File: src/rtl/icache_direct.sv
// Direct-mapped, read-only instruction cache with one-word lines.
// Hits answer one cycle after the request. Misses fetch a single word from the
// memory controller, fill the line, and forward the word to the fetcher.
module icache_direct #(
    parameter int INDEX_BITS = 4,
    parameter int TAG_BITS   = 30 - INDEX_BITS
) (
    input  logic        clk_in,
    input  logic        rst_in,
    input  logic        rdy_in,
    input  logic        clear_in,
    input  logic        fetch_valid_in,
    input  logic [31:0] fetch_pc_in,
    output logic        inst_ready_out,
    output logic [31:0] inst_out,
    output logic        mem_need_inst_out,
    output logic [31:0] mem_pc_out,
    input  logic        mem_inst_ready_in,
    input  logic [31:0] mem_inst_in
);

    localparam int DATA_W = 32;
    localparam int LINES  = 1 << INDEX_BITS;

    typedef enum logic {
        IDLE = 1'b0,
        MISS = 1'b1
    } state_t;

    state_t state, state_nxt;

    logic                  line_valid [LINES];
    logic [TAG_BITS-1:0]   line_tag   [LINES];
    logic [DATA_W-1:0]     line_data  [LINES];

    logic [INDEX_BITS-1:0] fetch_idx;
    logic [TAG_BITS-1:0]   fetch_tag;
    logic [INDEX_BITS-1:0] fill_idx;
    logic [TAG_BITS-1:0]   fill_tag;
    logic                  fetch_hit;

    logic                  ready_nxt;
    logic [DATA_W-1:0]     inst_nxt;
    logic [31:0]           mem_pc_nxt;
    logic                  fill_en;

    // Byte-offset bits are always zero for word-aligned fetches.
    logic unused_pc_bits;
    assign unused_pc_bits = ^{fetch_pc_in[1:0], mem_pc_out[1:0]};

    // Address split: the fill uses the latched miss address, not the live pc.
    always_comb begin
        fetch_idx = fetch_pc_in[INDEX_BITS+1:2];
        fetch_tag = fetch_pc_in[31:INDEX_BITS+2];
        fill_idx  = mem_pc_out[INDEX_BITS+1:2];
        fill_tag  = mem_pc_out[31:INDEX_BITS+2];
        fetch_hit = line_valid[fetch_idx] && (line_tag[fetch_idx] == fetch_tag);
    end

    // Combinational so the controller drops the request in its completion
    // cycle and never launches a second fetch for the same miss.
    assign mem_need_inst_out = (state == MISS) && !mem_inst_ready_in && !clear_in;

    // Next-state and next-output logic; clear beats the rdy_in stall.
    always_comb begin
        state_nxt  = state;
        ready_nxt  = inst_ready_out;
        inst_nxt   = inst_out;
        mem_pc_nxt = mem_pc_out;
        fill_en    = 1'b0;

        if (clear_in) begin
            state_nxt = IDLE;
            ready_nxt = 1'b0;
        end else if (rdy_in) begin
            unique case (state)
                IDLE: begin
                    ready_nxt = 1'b0;
                    if (fetch_valid_in) begin
                        if (fetch_hit) begin
                            ready_nxt = 1'b1;
                            inst_nxt  = line_data[fetch_idx];
                        end else begin
                            mem_pc_nxt = fetch_pc_in;
                            state_nxt  = MISS;
                        end
                    end
                end
                MISS: begin
                    ready_nxt = 1'b0;
                    if (mem_inst_ready_in) begin
                        fill_en   = 1'b1;
                        ready_nxt = 1'b1;
                        inst_nxt  = mem_inst_in;
                        state_nxt = IDLE;
                    end
                end
                default: begin
                    state_nxt = IDLE;
                    ready_nxt = 1'b0;
                end
            endcase
        end
    end

    // FSM state and registered outputs.
    always_ff @(posedge clk_in) begin
        if (rst_in) begin
            state          <= IDLE;
            inst_ready_out <= 1'b0;
            inst_out       <= '0;
            mem_pc_out     <= '0;
        end else begin
            state          <= state_nxt;
            inst_ready_out <= ready_nxt;
            inst_out       <= inst_nxt;
            mem_pc_out     <= mem_pc_nxt;
        end
    end

    // Valid bits: cleared only by reset, survive pipeline flushes.
    always_ff @(posedge clk_in) begin
        if (rst_in) begin
            for (int i = 0; i < LINES; i++) begin
                line_valid[i] <= 1'b0;
            end
        end else if (fill_en) begin
            line_valid[fill_idx] <= 1'b1;
        end
    end

    // Tag and data storage; a fill overwrites whatever shared the index.
    always_ff @(posedge clk_in) begin
        if (fill_en && !rst_in) begin
            line_tag[fill_idx]  <= fill_tag;
            line_data[fill_idx] <= mem_inst_in;
        end
    end

endmodule

File: config.mk
export PLATFORM = sky130hd
export DESIGN_NAME = icache_direct
export DESIGN_NICKNAME = d
export VERILOG_FILES = /design/src/rtl/icache_direct.sv
export SDC_FILE = /design/constraint.sdc
export NUM_CORES = 1
export LEC_CHECK = 0
export BUFFER_PORTS_ARGS = -buffer_cell sky130_fd_sc_hd__buf_2
export CELL_PAD_IN_SITES_DETAIL_PLACEMENT = 0
export CELL_PAD_IN_SITES_GLOBAL_PLACEMENT = 1
export CORE_MARGIN = 5
export CORE_UTILIZATION = 59
export DETAILED_ROUTE_END_ITERATION = 10
export GPL_ROUTABILITY_DRIVEN = 1
export GPL_TIMING_DRIVEN = 0
export PLACE_DENSITY = 0.83
export SLEW_MARGIN = 20
export SYNTH_ARGS = -nofsm -noshare
export SYNTH_HDL_FRONTEND = slang
export SYNTH_SLANG_ARGS = --single-unit
export TNS_END_PERCENT = 1
File: constraint.sdc
create_clock -name clk_in -period 18.6 [get_ports clk_in]
set_input_delay 2.79 -clock clk_in [delete_from_list [all_inputs] [get_ports clk_in]]
set_output_delay 2.79 -clock clk_in [all_outputs]
set_load 0.01 [all_outputs]
---- Yosys cells after proc, flatten, opt, wreduce, memory -nomap -nowiden ----
Memory sizes are Yosys's and may differ from the RTL's.
Cells that the tools add are included.
cells by class
  equal/unequal tests ..................... 4
  muxes and demuxes ....................... 25
  bitwise operators ....................... 3
  reductions and logical operators ........ 11
operators with widths
  kind                count
  $mux 32             3
  $pmux 32 s2         1
  $eq 26x26->1        1
  $mux 1              18
  $reduce_and 5->1    2
  $ne 2x2->1 const B  3
  $logic_and 1x1->1   4
  $mux 4              1
  $pmux 1 s2          2
  $logic_not 1->1     3
  $not 1->1           3
  $reduce_or 2->1     1
  $reduce_or 1->1     1
storage, ports and cells
  register bits after elaboration ......... 66
  bits in writable memories ............... 944
  input bits .............................. 70
  memories ................................ 3
memory list
  name        depth  bits a word  read ports  clocked after memory_dff  wr ports  line  text
  line_data   16     32           1           0                         1         34    logic [DATA_W-1:0] line_data [LINES];
  line_tag    16     26           1           0                         1         33    logic [TAG_BITS-1:0] line_tag [LINES];
  line_valid  16     1            1           0                         16        32    logic line_valid [LINES];

---- Longest topological paths before layout ----
Gate-level depths: netlist of run 1.
  depth after elaboration ................. 9
  gate-level depth with buffers ........... 13

---- Worst setup path before layout of run 1 ----
Ideal clock, no wire load.
  path kind ............................... input to register
  start point ............................. input port clear_in
  end point ............................... memory line_data[0][0], enable pin
  library setup time ...................... 548 ps
  arrival ................................. 7588 ps
  setup slack ............................. 10464 ps
  cell stages on the path ................. 5
  buffers on the path ..................... 0
  path through ............................ nand2b_1 nor2_1 nand2_1 or3_1 nor3_1
on the way
  longest elaborated chain between the ends .. 4
RTL lines
  element                       line  text
  from (decl)                   11    input logic clear_in,
  $mux 1                        72    if (clear_in) begin
  $logic_and 1x1->1             134   if (fill_en && !rst_in) begin
  $mux 1                        134
  $mux 1 (not written as such)  136   line_data[fill_idx] <= mem_inst_in;
  to (decl)                     34
No other way between the ends.

---- Worst setup path after layout of run 1 ----
  start point ............................. input port fetch_pc_in[3]
  end point ............................... register mem_pc_out[11]
on the way
  longest elaborated chain between the ends .. 5
  elaborated cells between the ends (all ways) .. 6
RTL lines
  element                         line  text
  from (decl)                     13    input logic [31:0] fetch_pc_in,
  $mem_v2 16x26                   -
  $eq 26x26->1                    57    fetch_hit = line_valid[fetch_idx] && (line_tag[fetch_idx] == fetch_tag);
  $logic_and 1x1->1 (*)           57
  $not 1->1 (no line) (*)         -
  $reduce_and 5->1 (no line) (*)  -
  to (signal assigned)            117   mem_pc_out <= mem_pc_nxt;
  to (decl)                       17    output logic [31:0] mem_pc_out,
Mark *: on every way between the ends. The rest lies on a longest branch, timed or not.
A chain may end at the register's enable or synchronous reset.

==> reports/qor.yml, run 1 <==
floorplan:
  initial_core_util: 0.596
  die_h_um: 268
  dieWidth_um: 268
  rows: 94
  dieArea_um2: 72000
  pin_count: 136
  coreArea_um2: 66000
pwr:
  combPwrFrac: 0.046
  p_switching_uw: 977
  p_int_mw: 3.71
  peakVddDrop_v: 0.0000822
  p_leak_nw: 14.9
  seqPwrFrac: 0.530
  powerDensity_nw_per_um2: 102
  p_clk_frac: 0.424
  switching_share: 0.209
cts:
  post_cts_buffers: 0
  clkLatencyLatePin_ns: 0.65
  clkTransAtPathRegs_ns: 0.06
  cts_root_buffer: "clkbuf_16"
  cts_tree: "done"
  postCtsHoldBufs: 0
  cts-buffers-inserted: 97
  post_cts_resized: 0
  clk_path_buf_depth: 3
  cts.sinks: 1010
  htree_levels: 3
synth:
  synth_warnings: 0
  avgSynthCellArea_um2: 20.8
  syn-instance-count: 1894
  synth-async-reset-ratio: 0
  yosysUniqueCellTypes: 63
  yosys_most_used_dff: "edfxtp_1"
  syn_area_um2: 39300
  synth_edf_count: 928
  ys_seq_area_frac: 0.750
  ys_ff_latch: 1010
  synth_fp_nets: 1964
grt:
  antenna_found_initial: 6
  grt_overflow: 0
  grt_usage: 0.294
  grt_max_degree: 19
  grt_pass1_vias: 21200
  grt_pass1_wl_um: 150000
finish:
  layout_commonest_cell: "edfxtp_1"
  syn_to_final_growth_pct: 16.9
  final_cell_mix: "edfxtp_1, mux4_2, buf_2"
  final_nets: 2286
  drive_above_1_share: 0.308
timing:
  fin_hold_ws_ns: 0.460
  relSlewSlack: 0.329
  fmax_ghz: 0.151
  report.final.slew_viol_count: 0
  fin_crit_sh: 0.357
  skew_ns: 0.0278
  hold_viol: 0
  setup_ws_ns: 11.96
  setup_violations: 0
  worst_pin_slew_ns: 1.01
  tns_ns: 0
  rsz0062_at_grt: "false"
  min_period_ns: 6.64
placed_design:
  gp_congestion: 0.856
  place_ws_ns: 11.50
  post-dp-hpwl_um: 67100
  port_buffers: 131
critical_path:
  cpMaxStageDelayCell: "nor4b_1"
  r2r_cells: 9
  path_class: "input port to flip-flop"
  crit_required_ns: 19.10
  crit_top_cell: "buf_2"
  startpoint_type: "input port"
  crit_fanout: 10
  cp.buffers_inverters: 5
  end_kind: "flip-flop"
  path_cells: "buf_2 -> buf_4 -> buf_4 -> buf_2 -> nand2b_1 -> o22ai_1 -> nor3_1 -> nor4b_1 -> nand4_1 -> nor4_4 -> a21boi_2 -> buf_2 -> mux2i_1"
  arrival_ns: 7.14
  crit_family: "simple AND/OR/NAND/NOR gates"
  slowest_delay_ns: 0.65
  critical_path_depth: 13
status:
  status: "finished clean"
detailed_routing:
  dr.pass1.iters: 8
  wirelength_um: 105000
  antenna_left: 0
  vias: 21000
  wl_per_cell_um: 33.2
  vias_per_cell: 6.66
  drc_errors: 0
  drtIter0Drc: 3023
run:
  cap_violations: 0
worst_hold_path:
  hold_path.class: "flip-flop to flip-flop"
  hold_depth: 2
-- cells in the mapped netlist, drive strengths merged, types with 3 or more instances --
master / instances / area share
a21oi: 6 / 0.00076
o21ai: 9 / 0.0011
a22o: 5 / 0.0011
a2111oi: 5 / 0.0011
and2: 5 / 0.00080
clkbuf: 47 / 0.0045
nand3: 3 / 0.00038
o22ai: 15 / 0.0024
edfxtp: 928 / 0.71
buf: 57 / 0.0094
xnor2: 17 / 0.0038
mux4: 251 / 0.14
dfxtp: 82 / 0.042
nor4: 3 / 0.0012
a221oi: 8 / 0.0021
mux2: 9 / 0.0026
nand2b: 42 / 0.0067
a21o: 16 / 0.0031
o211ai: 34 / 0.0065
and3: 4 / 0.00064
nor2: 29 / 0.0028
inv: 5 / 0.00048
a22oi: 11 / 0.0021
nand4: 9 / 0.0014
nor3b: 3 / 0.00057
nand2: 120 / 0.011
mux2i: 108 / 0.027
xor2: 6 / 0.0013
nor2b: 12 / 0.0019
nor3: 9 / 0.0011
-- metrics by stage --
step           instance area, um2  cells   util  total power, mW
2_1_floorplan               39300   1894      -             2.66
3_3_place_gp                41100   2889  0.623             2.74
3_5_place_dp                42800   2981  0.649             2.74
4_1_cts                     46000   3158  0.697             4.70
5_1_grt                     46000   3158  0.697             4.81
6_report                    46000   3160  0.697             4.68
-- cell type report --
type / count / area, um2
clock inverters: 53 / 554
fillers: 3939 / 20000
clock buffers: 124 / 2620
flip-flops and latches: 1010 / 29500
well taps: 864 / 1080
multi-input cells: 774 / 9380
repair buffers: 223 / 2270
plain buffers: 104 / 553
inverters: 6 / 22.5
diodes: 2 / 5.00
-- worst register-to-register path, cell delays in order, from the launching register on --
cell and delay, ns:
edfxtp_1 0.38, mux4_2 0.46, o22ai_1 0.22, nor3_1 0.16, nor4b_1 0.65, nand4_1 0.29, nor4_4 0.59, a21boi_2 0.24
buf_2 0.38, mux2i_1 0.19
-- metal layers --
layer  part of all wire  track usage  vias up
li1                   -            -     8487
met1               0.36        0.414    10900
met2               0.49        0.473     1433
met3               0.11       0.0613      195
met4              0.033       0.0947        6
met5            0.00032            0        -
-- path summary, 6_finish.rpt --
check / from / endpoint / slack, ns
setup / recovery: fetch_pc_in[3] / mem_pc_out[11] / 11.96
hold / removal: inst_out[13] / inst_out[13] / 0.46
setup reg to reg: line_tag[10][6] / mem_pc_out[11] / 14.89
hold reg to reg: inst_out[13] / inst_out[13] / 0.46
-- logic make-up after synthesis --
kind of cell | after synthesis | share of synthesized area
compound gates | 132 | 0.0253
mux | 368 | 0.174
simple gates | 251 | 0.0313
flops | 1010 | 0.750
xor+xnor | 23 | 0.00512
buf+inv | 110 | 0.0145
-- power by group through the flow --
stage                     clock (mW)  sequential, mW  combinational, mW
final                           1.98            2.48              0.215
after global routing            2.10            2.48              0.227
after CTS                       2.00            2.48              0.215
after detailed placement           0            2.53              0.212
after global placement             0            2.53              0.207
after floorplan                    0            2.53              0.125
-- registers in the layout (all words and copies together), names as in the netlist --
register	count
state	1
line_data	512
mem_pc_out	32
line_valid	16
inst_out	32
inst_ready_out	1
line_tag	416
Power figures use the tool's default switching activity.
==> run 2: changes to the inputs <==
--- a/config.mk
+++ b/config.mk
@@ -9,11 +9,11 @@
 export CELL_PAD_IN_SITES_DETAIL_PLACEMENT = 0
 export CELL_PAD_IN_SITES_GLOBAL_PLACEMENT = 1
 export CORE_MARGIN = 5
-export CORE_UTILIZATION = 59
+export CORE_UTILIZATION = 54
 export DETAILED_ROUTE_END_ITERATION = 10
 export GPL_ROUTABILITY_DRIVEN = 1
 export GPL_TIMING_DRIVEN = 0
-export PLACE_DENSITY = 0.83
+export PLACE_DENSITY = 0.77
 export SLEW_MARGIN = 20
 export SYNTH_ARGS = -nofsm -noshare
 export SYNTH_HDL_FRONTEND = slang
==> constraint.sdc (replaced) <==
create_clock -name clk_in -period 6.33 [get_ports clk_in]
set_input_delay 0.9495 -clock clk_in [delete_from_list [all_inputs] [get_ports clk_in]]
set_output_delay 0.9495 -clock clk_in [all_outputs]
set_load 0.01 [all_outputs]
==> run 2 against run 1 <==
Final cell count rose by 3.1%. Via count fell by 1.6%. Utilization is 6.3 points lower. Non-clock buffer count shrank 3. Sequential power rose to 2.9 times the previous value. Highest routed layer unchanged.
==> reports/qor.yml, run 2 (same netlist as run 1, synthesis figures left out) <==
status:
  status: "finished clean"  # unchanged
cts:
  clkTransAtPathRegs_ns: 0.06  # about the same
  clk_path_buf_depth: 3  # unchanged
  cts.sinks: 1010  # unchanged
  clkLatencyLatePin_ns: 0.66  # was 0.65 ns
  post_cts_resized: 0  # unchanged
  post_cts_buffers: 0  # unchanged
  htree_levels: 3  # unchanged
  cts-buffers-inserted: 98  # was 97
  postCtsHoldBufs: 0  # unchanged
  cts_tree: "done"  # unchanged
  cts_root_buffer: "clkbuf_16"  # unchanged
worst_hold_path:
  worstHoldEndpoint: "line_valid[1]"  # was inst_out[13]
  hold_path.class: "flip-flop to flip-flop"  # unchanged
  hold_start: "line_valid[1]"  # was inst_out[13]
  hold_depth: 1  # was 2
timing:
  worst_pin_slew_ns: 1.14  # was 1.01 ns
  setup_ws_ns: 1.38  # was 11.96 ns
  relSlewSlack: 0.242  # was 0.329
  rsz0062_at_grt: "false"  # unchanged
  fin_crit_sh: 0.782
  fin_hold_ws_ns: 0.454  # was 0.460 ns
  fmax_ghz: 0.202
  setup_violations: 0  # unchanged
  report.final.slew_viol_count: 0  # unchanged
  skew_ns: 0.0303  # was 0.0278 ns
  min_period_ns: 4.95
  hold_viol: 0  # unchanged
critical_path:
  slowest_delay_ns: 0.66  # was 0.65 ns
  cpMaxStageDelayCell: "nor4_4"  # was nor4b_1
  r2r_cells: 9  # unchanged
  crit_top_cell: "buf_2"  # unchanged
  crit_required_ns: 6.83  # was 19.10 ns
  end_kind: "flip-flop"  # unchanged
  crit_fanout: 10  # unchanged
  startpoint_type: "input port"  # unchanged
  path_class: "input port to flip-flop"  # unchanged
  path_cells: "buf_2 -> buf_4 -> buf_4 -> buf_2 -> nand2b_1 -> o22ai_1 -> nor3_1 -> nor4b_1 -> nand4_1 -> nor4_4 -> a21boi_2 -> buf_2 -> mux2i_1"  # unchanged
  cp.buffers_inverters: 5  # unchanged
  worstReg2RegStart: "line_tag[15][6]"  # was line_tag[10][6]
  crit_family: "simple AND/OR/NAND/NOR gates"  # unchanged
  arrival_ns: 5.45  # was 7.14 ns
  ff2ff_setup_slack_ns: 2.49  # was 14.89 ns
  r2r_end: "mem_pc_out[18]"  # was mem_pc_out[11]
floorplan:
  rows: 99  # was 94
  initial_core_util: 0.542  # was 0.596
  dieWidth_um: 280  # was 268 um
  pin_count: 136  # unchanged
  coreArea_um2: 72600  # was 66,000 um2
  die_h_um: 280  # was 268 um
  dieArea_um2: 78400  # was 72,000 um2
finish:
  final_nets: 2284  # was 2,286
  drive_above_1_share: 0.308  # about the same
  final_cell_mix: "edfxtp_1, mux4_2, buf_2"  # unchanged
  layout_commonest_cell: "edfxtp_1"  # unchanged
  top_register: "line_data"  # unchanged
  multiInputGateArea_um2: 9380  # unchanged
  largest_reg_flops: 512  # unchanged
  final_core_util: 0.634  # was 0.697
  top_regs: "line_data x512, line_tag x416"  # unchanged
  seqCellArea_um2: 29500  # unchanged
  syn_to_final_growth_pct: 17.0  # was 16.9%
  fill_cells: 4927  # was 3,939
placed_design:
  place_ws_ns: 0.895  # was 11.50 ns
  port_buffers: 131  # unchanged
  gp_congestion: 0.843  # was 0.856
  post-dp-hpwl_um: 68900  # was 67,100 um
detailed_routing:
  dr.pass1.iters: 5  # was 8
  drtIter0Drc: 2331  # was 3,023
  vias_per_cell: 6.35  # was 6.66
  wirelength_um: 104000  # was 105,000 um
  drc_errors: 0  # unchanged
  wl_per_cell_um: 32.0  # was 33.2 um
  vias: 20700  # was 21,000
  antenna_left: 0  # unchanged
grt:
  grt_pass1_vias: 21300  # was 21,200
  grt_pass1_wl_um: 149000  # was 150,000 um
  antenna_found_initial: 6  # unchanged
  grt_usage: 0.267  # was 0.294
  grt_max_degree: 19  # unchanged
  grt_overflow: 0  # unchanged
pwr:
  powerDensity_nw_per_um2: 297  # was 102 nW/um2
  p_leak_nw: 14.9  # about the same
  total_power_mw: 13.7  # was 4.68 mW
  peakVddDrop_v: 0.000262  # was 0.0000822 V
run:
  cap_violations: 0  # unchanged
==> run 2: final cells by class <==
cell class,instances,share of cell area
sequential,1010,0.641
inverter,6,0.000489
antenna,3,0.000163
tap,959,0.0261
buffer,104,0.0120
multi-input combinational,774,0.204
clock inverter,47,0.00927
timing repair buffer,220,0.0476
clock buffer,136,0.0597
==> run 2: worst reg2reg max path, delay by kind of cell (launching register included) <==
family	cells	cell delay (ns)
AND/OR/NAND/NOR	4	1.74
multiplexers	2	0.66
AO/OA/AOI/OAI	2	0.50
flip-flops	1	0.39
buffers and inverters	1	0.39
==> run 2: power by group <==
part	internal [mW]	switching (mW)
Combinational	0.250	0.380
Clock	3.28	2.44
Sequential	7.27	0.0310
Total	10.8	2.85
==> run 2: worst max path at each step <==
stage	endpoint	depth (start not counted)	from	slack, ns
6_report	mem_pc_out[18]	13	fetch_pc_in[3]	1.38
5_1_grt	mem_pc_out[18]	13	fetch_pc_in[3]	1.40
4_1_cts	mem_pc_out[18]	13	fetch_pc_in[3]	1.57
3_5_place_dp	mem_pc_out[18]	13	fetch_pc_in[3]	0.90
3_3_place_gp	line_tag[0][9]	6	clear_in	-6.38
2_1_floorplan	line_data[0][0]	5	clear_in	0.03
==> run 2: through the flow <==
stage	setup TNS [ns]	cells	cell area [um2]
floorplan	0	1894	39300
global placement	-2881.63	2984	41200
detailed placement	0	3073	42800
CTS	0	3256	46000
global route	0	3257	46000
finish	0	3259	46000
==> run 2: layer usage <==
metal,global-route usage,vias up,share of wire
li1,-,8484,-
met4,0.0830,6,0.031
met5,0,-,0.00034
met2,0.445,1111,0.50
met3,0.0586,191,0.092
met1,0.360,10900,0.38
